### config.mk
export PLATFORM = sky130hd
export DESIGN_NAME = unidad_riesgos_cortocircuito
export DESIGN_NICKNAME = d
export VERILOG_FILES = /design/src/rtl/unidad_riesgos_cortocircuito.sv
export SDC_FILE = /design/constraint.sdc
export NUM_CORES = 1
export LEC_CHECK = 0
export CORE_MARGIN = 3
export CORE_UTILIZATION = 35
export CTS_CLUSTER_SIZE = 28
export DETAILED_ROUTE_END_ITERATION = 6
export HOLD_SLACK_MARGIN = 0.12
export PLACE_DENSITY = 0.57
export SYNTH_ARGS = -nofsm -noshare
export SYNTH_HDL_FRONTEND = slang
export SYNTH_SLANG_ARGS = --single-unit
### constraint.sdc
create_clock -name i_clk -period 4.9 [get_ports i_clk]
set_input_delay 0.98 -clock i_clk [delete_from_list [all_inputs] [get_ports i_clk]]
set_output_delay 0.98 -clock i_clk [all_outputs]
set_load 0.005 [all_outputs]
### src/rtl/unidad_riesgos_cortocircuito.sv
// unidad_riesgos_cortocircuito
// Hazard controller for the 5-stage MIPS pipeline. It tracks the destination
// registers of the instructions in EX and MEM. It registers the forwarding
// selects for both ALU operands, which are valid during the EX cycle of each
// instruction. It also detects load-use hazards, stalls IF/ID for one cycle and
// puts a bubble into EX.
//
// Ports
//   i_clk, i_reset        clock; synchronous active-high reset
//   i_Enable              debug step/run enable; 0 holds all state
//   i_ID_*                decoded source/destination info of the ID instruction
//   o_Stall               combinational: hold PC and IF/ID, load a bubble into ID/EX
//   o_EX_CortocircuitoA/B registered operand selects (000 reg, 001 EX/MEM, 010 MEM/WR)
//   o_ContadorStalls      stall cycles since reset (wraps)
module unidad_riesgos_cortocircuito #(
  parameter int unsigned REGS          = 5,
  parameter int unsigned CORTOCIRCUITO = 3,
  parameter int unsigned NBITS         = 32
) (
  input  logic                     i_clk,
  input  logic                     i_reset,
  input  logic                     i_Enable,
  input  logic                     i_ID_Valid,
  input  logic [REGS-1:0]          i_ID_Rs,
  input  logic [REGS-1:0]          i_ID_Rt,
  input  logic                     i_ID_UsaRt,
  input  logic [REGS-1:0]          i_ID_RegDest,
  input  logic                     i_ID_RegWrite,
  input  logic                     i_ID_MemRead,
  output logic                     o_Stall,
  output logic [CORTOCIRCUITO-1:0] o_EX_CortocircuitoA,
  output logic [CORTOCIRCUITO-1:0] o_EX_CortocircuitoB,
  output logic [NBITS-1:0]         o_ContadorStalls
);

  localparam logic [CORTOCIRCUITO-1:0] SEL_REG   = CORTOCIRCUITO'(0);
  localparam logic [CORTOCIRCUITO-1:0] SEL_EXMEM = CORTOCIRCUITO'(1);
  localparam logic [CORTOCIRCUITO-1:0] SEL_MEMWR = CORTOCIRCUITO'(2);

  typedef struct packed {
    logic            valid;
    logic [REGS-1:0] dest;
    logic            regwrite;
    logic            memread;
  } ex_rec_t;

  typedef struct packed {
    logic            valid;
    logic [REGS-1:0] dest;
    logic            regwrite;
  } mem_rec_t;

  ex_rec_t  ex_q;
  mem_rec_t mem_q;

  logic                     ex_wr_rs, ex_wr_rt, mem_wr_rs, mem_wr_rt;
  logic                     ex_load_rs, ex_load_rt;
  logic                     bubble;
  logic [CORTOCIRCUITO-1:0] sel_a_d, sel_b_d;

  // Producer matches; register 0 never counts as written
  always_comb begin
    ex_wr_rs   = ex_q.valid & ex_q.regwrite & (ex_q.dest == i_ID_Rs) & (i_ID_Rs != '0);
    ex_wr_rt   = ex_q.valid & ex_q.regwrite & (ex_q.dest == i_ID_Rt) & (i_ID_Rt != '0);
    mem_wr_rs  = mem_q.valid & mem_q.regwrite & (mem_q.dest == i_ID_Rs) & (i_ID_Rs != '0);
    mem_wr_rt  = mem_q.valid & mem_q.regwrite & (mem_q.dest == i_ID_Rt) & (i_ID_Rt != '0);
    ex_load_rs = ex_wr_rs & ex_q.memread;
    ex_load_rt = ex_wr_rt & ex_q.memread & i_ID_UsaRt;
  end

  // Load-use stall; a load in EX is never a forwarding source
  always_comb begin
    o_Stall = 1'b0;
    if (!i_reset)
      o_Stall = i_ID_Valid & (ex_load_rs | ex_load_rt);
  end

  // Next forwarding selects; the youngest producer (EX) wins
  always_comb begin
    bubble  = o_Stall | ~i_ID_Valid;
    sel_a_d = SEL_REG;
    sel_b_d = SEL_REG;
    if (!bubble) begin
      if (ex_wr_rs)       sel_a_d = SEL_EXMEM;
      else if (mem_wr_rs) sel_a_d = SEL_MEMWR;
      if (i_ID_UsaRt) begin
        if (ex_wr_rt)       sel_b_d = SEL_EXMEM;
        else if (mem_wr_rt) sel_b_d = SEL_MEMWR;
      end
    end
  end

  // Pipeline records, selects and stall counter
  always_ff @(posedge i_clk) begin
    if (i_reset) begin
      ex_q                <= '0;
      mem_q               <= '0;
      o_EX_CortocircuitoA <= SEL_REG;
      o_EX_CortocircuitoB <= SEL_REG;
      o_ContadorStalls    <= '0;
    end else if (i_Enable) begin
      mem_q.valid    <= ex_q.valid;
      mem_q.dest     <= ex_q.dest;
      mem_q.regwrite <= ex_q.regwrite;
      if (bubble) begin
        ex_q <= '0;
      end else begin
        ex_q.valid    <= 1'b1;
        ex_q.dest     <= i_ID_RegDest;
        ex_q.regwrite <= i_ID_RegWrite;
        ex_q.memread  <= i_ID_MemRead;
      end
      o_EX_CortocircuitoA <= sel_a_d;
      o_EX_CortocircuitoB <= sel_b_d;
      if (o_Stall)
        o_ContadorStalls <= o_ContadorStalls + NBITS'(1);
    end
  end

endmodule
### After elaboration in Yosys (flattened, before gate mapping)

Cells that the tools add are included.
Widths: inputs -> output; s select.

| word-level totals | value |
|---|---|
| register bits | 53 |
| latch bits | 0 |
| memory bits (writable) | 0 |
| memory bits (read-only) | 0 |
| bits of input ports | 22 |
| logic and storage cells | 44 |
| memories | 0 |

| operators by class | value |
|---|---|
| add/sub/neg operators | 1 |
| multipliers | 0 |
| divide/modulo/power cells | 0 |
| order comparisons | 0 |
| eq/ne operators | 4 |
| shifts and indexed selects | 0 |
| multiplexer cells | 9 |
| bitwise logic cells | 17 |
| reduce and logical (&&, ||, !) cells | 3 |

Operator list:

| kind | count |
|---|---|
| $add 32x1->32 const B | 1 |
| $eq 5x5->1 | 4 |
| $and 1x1->1 | 14 |
| $mux 2 | 7 |
| $reduce_bool 5->1 | 2 |
| $mux 8 | 1 |
| $or 1x1->1 | 2 |
| $reduce_and 2->1 | 1 |
| $mux 1 | 1 |
| $not 1->1 | 1 |

### Logic depth before layout (Yosys ltp)

Gate-level depths: netlist of run 1.

| logic depth | value |
|---|---|
| word-level depth | 10 |
| depth in mapped cells | 8 |
| mapped depth without buffers | 6 |

### Worst setup path before layout of run 1

Ideal clock, no wire load.

| timing | value |
|---|---|
| kind | input -> output |
| start | input i_ID_Rt[2] |
| end | output o_Stall |
| data arrival time | 2202 ps |
| required time | 3920 ps |
| setup slack | 1718 ps |
| stages on the path | 5 |
| buffers on the path | 1 |
| cell sequence | or4_1 o21ai_1 or4_4 buf_6 a2111oi_2 |

| on the way | value |
|---|---|
| word-level cells in the longest chain between the ends | 8 |

RTL lines:

| item | line | source |
|---|---|---|
| from (decl) | 25 | `input logic [REGS-1:0] i_ID_Rt,` |
| $eq 5x5->1 | 64 | `ex_wr_rt = ex_q.valid & ex_q.regwrite & (ex_q.dest == i_ID_Rt) & (i_ID_Rt != '0);` |
| $and 1x1->1 | 64 |  |
| $and 1x1->1 (*) | 64 |  |
| $and 1x1->1 (*) (2 in series) | 68 | `ex_load_rt = ex_wr_rt & ex_q.memread & i_ID_UsaRt;` |
| $or 1x1->1 (*) | 75 | `o_Stall = i_ID_Valid & (ex_load_rs \| ex_load_rt);` |
| $and 1x1->1 (*) | 75 |  |
| $mux 1 (*) | 74 | `if (!i_reset)` |
| to (decl) | 30 | `output logic o_Stall,` |

Every way passes the cells marked *; elsewhere a longest branch is shown, timed or not.

### Worst setup path after layout of run 1

| timing | value |
|---|---|
| start | input i_ID_Rt[4] |
| end | output o_Stall |

Same word-level chain as after synthesis.

==> results of run 1 <==
[power breakdown]
part / switching [W] / internal [W] / leakage (nW)
registers: 0.00000448 / 0.000418 / 0.412
logic: 0.0000350 / 0.0000299 / 0.821
clock network: 0.000156 / 0.000106 / 0.0502
[synth_stat cells, drive strengths merged]
master    n  area share
nor2b    31       0.064
nand4    17       0.037
nor4      3       0.011
and3b     1      0.0029
mux2     31        0.12
o31ai     2      0.0050
nand2b    2      0.0042
o21ai    11       0.018
and4      1      0.0029
or4       6       0.016
a211oi    5       0.012
buf      12       0.026
conb      1      0.0012
a2111oi  10       0.050
nand3    20       0.033
ha        1      0.0042
clkbuf   14       0.017
nor2     47       0.059
and3      5       0.010
or3       1      0.0021
inv       2      0.0025
xor2      9       0.026
o311ai    1      0.0029
nor3      4      0.0067
xnor2    11       0.032
dfxtp    51        0.34
a21oi    18       0.030
mux2i     8       0.027
nand2    30       0.037
nand3b    1      0.0025
[final timing paths]
kind / cells after the start / endpoint / slack, ps
worst min-delay path: 2 / o_EX_CortocircuitoB[1] / 470
worst max register to register: 6 / o_ContadorStalls[6] / 2300
worst min register to register: 2 / o_EX_CortocircuitoB[1] / 470
worst max-delay path: 6 / o_Stall / 660
[area by class of cell]
class,count,area [µm²],area share
clock buffer,5,68.82,0.01851
inverter,2,7.507,0.002020
tap,105,131.4,0.03534
multi-input combinational,278,1854,0.4988
clock inverter,3,28.78,0.007741
sequential,51,1021,0.2747
timing repair buffer,62,605.6,0.1629
[worst max-delay path, delay by kind of cell]
| kind | cells | cell delay, ps |
|---|---|---|
| buffers and inverters | 2 | 1120 |
| and+or+nand+nor | 2 | 660 |
| AOI/OAI and AO/OA | 2 | 500 |
[state kept, by name, indices dropped and copies added, names as in the netlist]
| name | cells |
|---|---|
| ex_q | 8 |
| mem_q | 7 |
| o_EX_CortocircuitoA | 2 |
| o_ContadorStalls | 32 |
| o_EX_CortocircuitoB | 2 |
[cells by family (layout without fill, tap and decap cells)]
logic type / after synthesis / count (layout) / synth area share
XOR/XNOR: 20 / 20 / 0.05821
buffers and inverters: 28 / 72 / 0.04574
flip-flops: 51 / 51 / 0.3393
AO/OA/AOI/OAI: 47 / 47 / 0.1185
adder cells (fa/ha/maj): 1 / 1 / 0.004157
multiplexers: 39 / 39 / 0.1426
AND/OR/NAND/NOR: 169 / 169 / 0.2902
other: 1 / 2 / 0.001246
[layer usage]
metal,track usage,share of wire,vias to the layer above
met4,0.04097,0.010,0
met1,0.2214,0.49,1257
met3,0.02902,0.047,4
met5,0,0,-
met2,0.2418,0.46,72
li1,-,-,1349
[through the flow]
stage / util / area, µm² / worst slack (ps) / hold slack [ps]
2_1_floorplan: - / 3013 / 1718 / 446.4
3_3_place_gp: 0.4362 / 3620 / 659.1 / 447.7
3_5_place_dp: 0.4362 / 3620 / 653.5 / 457.0
4_1_cts: 0.4479 / 3717 / 647.3 / 479.5
5_1_grt: 0.4479 / 3717 / 530.7 / 499.5
6_report: 0.4479 / 3717 / 656.8 / 474.5
==> impl_metrics.yaml, run 1 <==
status:
  status: "complete, no violations"
worst_hold_path:
  hp-start: "o_EX_CortocircuitoB[1]"
  hold_class: "reg2reg"
cts:
  clock_latency_ps: 310
  cts_root_buffer: "clkbuf_8"
  clock-sinks: 51
  cts_max_path_buffers: 2
  cts_repair_resize_count: 0
  postCtsHoldBufs: 0
  cts_setup_buffers: 0
  cts_tree: "built"
  cts_made_buffers: 5
  cts.reportedPaths.clkPinSlew_ps: 100
  cts_max_level: 2
setup_path:
  max_stage_delay_ps: 570
  worst-setup-path-type: "in2out"
  startpoint: "i_ID_Rt[4]"
  cpMostUsedCell: "clkdlybuf4s50_1"
  crit_arrival_ps: 3260
  worstPathCellList: "clkdlybuf4s50_1, or4_1, o21ai_1, or4_4, a2111oi_2, clkdlybuf4s50_1"
  endpoint_kind: "primary output"
  slowest_stage: "clkdlybuf4s50_1"
  crit_required_ps: 3920
  worstPathMaxFanout: 3
  reg2reg_from: "ex_q[5]"
  start_kind: "input pin"
timing:
  slew-limit-headroom: 0.4701
  tns_ps: 0
  fin_crit_sh: 0.8660
  fin_crit_ps: 4243
  worst_pin_slew_ps: 794.8
  setup_viol: 0
  maxSlewViolCount: 0
  clock_skew_ps: 5.347
  rsz0062_at_grt: "no"
  hold_violations: 0
  fmax_mhz: 235.7
cells_and_area:
  fin_cells: 506
  n_fill_cell: 834
  final_common_cell: "clkdlybuf4s50_1"
  area_delta_synth_final_pct: 23.53
  drive_gt1_frac: 0.1322
  n_antenna_cell: 0
  mostFrequentLayoutCells: "clkdlybuf4s50_1 (57), dfxtp_1 (51), nor2_1 (47), nor2b_1 (31), mux2_2 (31)"
  fin_nets: 423
die:
  io_pins: 61
  rows: 33
  core-area_um2: 8299
  die_x_um: 98.72
  dieHeight_um: 98.72
  start_util: 0.3626
  die-area_um2: 9746
global_route:
  antenna_found_initial: 0
  grt_pass1_vias: 2492
  grt_usage: 0.1554
  grt_max_degree: 65
  grt_pass1_wl_mm: 12.45
  grt_overflow_total: 0
yosys:
  ys.warnings.count: 0
  synth_cell_types: 39
  yosys_register_bits: 51
  avgSynthCellArea_um2: 8.453
  netlist_area_um2: 3009
  synth_seq_area_share: 0.3393
  syn_inst: 356
routing:
  num_vias: 2682
  routed_wl_mm: 7.473
  viasPerCell: 5.300
  dr.pass1.iters: 4
  drc: 0
  drtIter0Drc: 121
  ant_nets: 0
  wl_per_cell_um: 14.77
run:
  maxCapViolations: 0
placement:
  dpl.hpwl_mm: 5.183
  io_buffers: 58
  place_congestion: 0.8871
  dp_cells: 498
power:
  cellPowerDensity_nw_per_um2: 201.8
  finalPower_w: 0.0007500
  irDropWorstVdd_mv: 0.1234
  leakage_nw: 1.283
Power figures use the tool's default switching activity.
==> run 2: changes to the inputs <==
--- a/config.mk
+++ b/config.mk
@@ -5,7 +5,7 @@
 export SDC_FILE = /design/constraint.sdc
 export NUM_CORES = 1
 export LEC_CHECK = 0
-export CORE_MARGIN = 3
+export CORE_MARGIN = 1.5
 export CORE_UTILIZATION = 35
 export CTS_CLUSTER_SIZE = 28
 export DETAILED_ROUTE_END_ITERATION = 6
==> run 2 against run 1 <==
Effect of this change:
- clock-buffer cell count rose by 2
- clock power rose by 5%
- sequential power is essentially flat
- routed wire length about the same
- non-clock buffer count is the same
- fmax down 0.12%
- worst hold slack got worse by 7.9 ps
- cell count unchanged
- setup slack worse by 5.2 ps
- sequential share of layout area is essentially flat
- largest power group unchanged
- highest routed layer unchanged
==> impl_metrics.yaml, run 2 (synthesis gave the netlist of run 1 again) <==
cts:
  clock-sinks: 51
  cts.reportedPaths.clkPinSlew_ps: 90
  cts_tree: "built"
  cts_max_level: 2
  cts_repair_resize_count: 0
  cts_root_buffer: "clkbuf_8"
  clock_latency_ps: 310
  cts_max_path_buffers: 2
  cts_made_buffers: 5
  postCtsHoldBufs: 0
  cts_setup_buffers: 0
die:
  core-area_um2: 8258
  io_pins: 61
  rows: 33
  die-area_um2: 9162
  dieHeight_um: 95.72
  start_util: 0.3644
  die_x_um: 95.72
power:
  finalPower_w: 0.0007631
  leakage_nw: 1.283
  cellPowerDensity_nw_per_um2: 204.9
  intPower_w: 0.0005769
  comb_power_share: 0.086
  p_switching_w: 0.0001862
  clkPwrFrac: 0.361
  irDropWorstVdd_mv: 0.09830
  p_seq_frac: 0.554
  swShare: 0.2440
cells_and_area:
  mostFrequentLayoutCells: "clkdlybuf4s50_1 (57), dfxtp_1 (51), nor2_1 (47), nor2b_1 (31), mux2_2 (31)"
  area_delta_synth_final_pct: 23.74
  multi_input_area_um2: 1854
  final_common_cell: "clkdlybuf4s50_1"
  fin_cells: 506
  utilization: 0.4509
  final_area_um2: 3724
  fin_nets: 423
  largest_register_ffs: 32
  drive_gt1_frac: 0.1322
  n_fill_cell: 835
  n_antenna_cell: 0
  seq_area_um2: 1021
  largest-register: "o_ContadorStalls"
  biggestRegsByFlops: "o_ContadorStalls: 32 flops, ex_q: 8 flops, mem_q: 7 flops"
routing:
  viasPerCell: 5.281
  drc: 0
  ant_nets: 0
  drtIter0Drc: 133
  routed_wl_mm: 7.469
  num_vias: 2672
  dr.pass1.iters: 4
  wl_per_cell_um: 14.76
run:
  maxCapViolations: 0
setup_path:
  crit_required_ps: 3920
  worst-setup-path-type: "in2out"
  worstPathCellList: "clkdlybuf4s50_1, or4_1, o21ai_1, or4_4, a2111oi_2, clkdlybuf4s50_1"
  cpMostUsedCell: "clkdlybuf4s50_1"
  worstPathMaxFanout: 3
  start_kind: "input pin"
  endpoint_kind: "primary output"
  slowest_stage: "clkdlybuf4s50_1"
  crit_arrival_ps: 3270
  max_stage_delay_ps: 580
status:
  status: "complete, no violations"
placement:
  io_buffers: 58
  dp_cells: 498
  place_congestion: 0.8718
  dpl.hpwl_mm: 5.092
  placedInstanceArea_um2: 3620
global_route:
  grt_pass1_wl_mm: 12.33
  grt_max_degree: 65
  grt_overflow_total: 0
  antenna_found_initial: 0
  grt_usage: 0.1698
  grt_pass1_vias: 2484
timing:
  slew-limit-headroom: 0.4696
  fin_crit_ps: 4248
  clock_skew_ps: 8.508
  fin_crit_sh: 0.8670
  worst_pin_slew_ps: 795.6
  hold_violations: 0
  fmax_mhz: 235.4
  tns_ps: 0
  maxSlewViolCount: 0
  rsz0062_at_grt: "no"
  setup_viol: 0
worst_hold_path:
  hold_class: "reg2reg"
run 2: power groups by stage:
stage | Sequential, W | Clock, W | Combinational [W]
2_1_floorplan | 0.000431 | 0 | 0.0000390
3_3_place_gp | 0.000432 | 0 | 0.0000642
4_1_cts | 0.000423 | 0.000286 | 0.0000658
3_5_place_dp | 0.000432 | 0 | 0.0000655
5_1_grt | 0.000424 | 0.000303 | 0.0000730
6_report | 0.000423 | 0.000275 | 0.0000653
run 2: critical path: cells and delay by family:
| kind | cells | cell delay (ps) |
|---|---|---|
| buffers and inverters | 2 | 1120 |
| AND/OR/NAND/NOR | 2 | 660 |
| AO/OA/AOI/OAI | 2 | 510 |
run 2: through the flow:
| step | hold slack (ps) | worst slack (ps) |
|---|---|---|
| floorplan | 446.4 | 1718 |
| global placement | 438.1 | 652.2 |
| detailed placement | 452.4 | 649.5 |
| global route | 496.6 | 461.9 |
| CTS | 475.3 | 639.1 |
| finish | 466.6 | 651.6 |
run 2: cell type report:
class | count | area share
Clock inverter | 1 | 0.002016
Timing Repair Buffer | 62 | 0.1626
Tap cell | 105 | 0.03528
Inverter | 2 | 0.002016
Clock buffer | 7 | 0.02587
Multi-Input combinational cell | 278 | 0.4980
Sequential cell | 51 | 0.2742
run 2: worst paths after layout:
kind	from	end	slack [ps]	depth (start not counted)
worst max-delay path	i_ID_Rt[3]	o_Stall	650	6
worst min-delay path	o_EX_CortocircuitoA[1]	o_EX_CortocircuitoA[1]	470	2
worst max register to register	o_ContadorStalls[3]	o_ContadorStalls[28]	2330	5
worst min register to register	o_EX_CortocircuitoA[1]	o_EX_CortocircuitoA[1]	470	2
run 2: metal layers:
metal,up-vias,part of all wire,GRT usage
li1,1336,-,-
met4,0,0.010,0.04779
met1,1272,0.48,0.2316
met3,7,0.043,0.03002
met2,57,0.47,0.2741
met5,-,0,0
==> run 3: changes to the inputs <==
--- a/config.mk
+++ b/config.mk
@@ -5,6 +5,7 @@
 export SDC_FILE = /design/constraint.sdc
 export NUM_CORES = 1
 export LEC_CHECK = 0
+export ABC_CLOCK_PERIOD_IN_PS = 4900
 export CORE_MARGIN = 1.5
 export CORE_UTILIZATION = 35
 export CTS_CLUSTER_SIZE = 28
==> results of run 3 <==
Same layout as run 2: the final DEF is identical, and so are final timing and power.
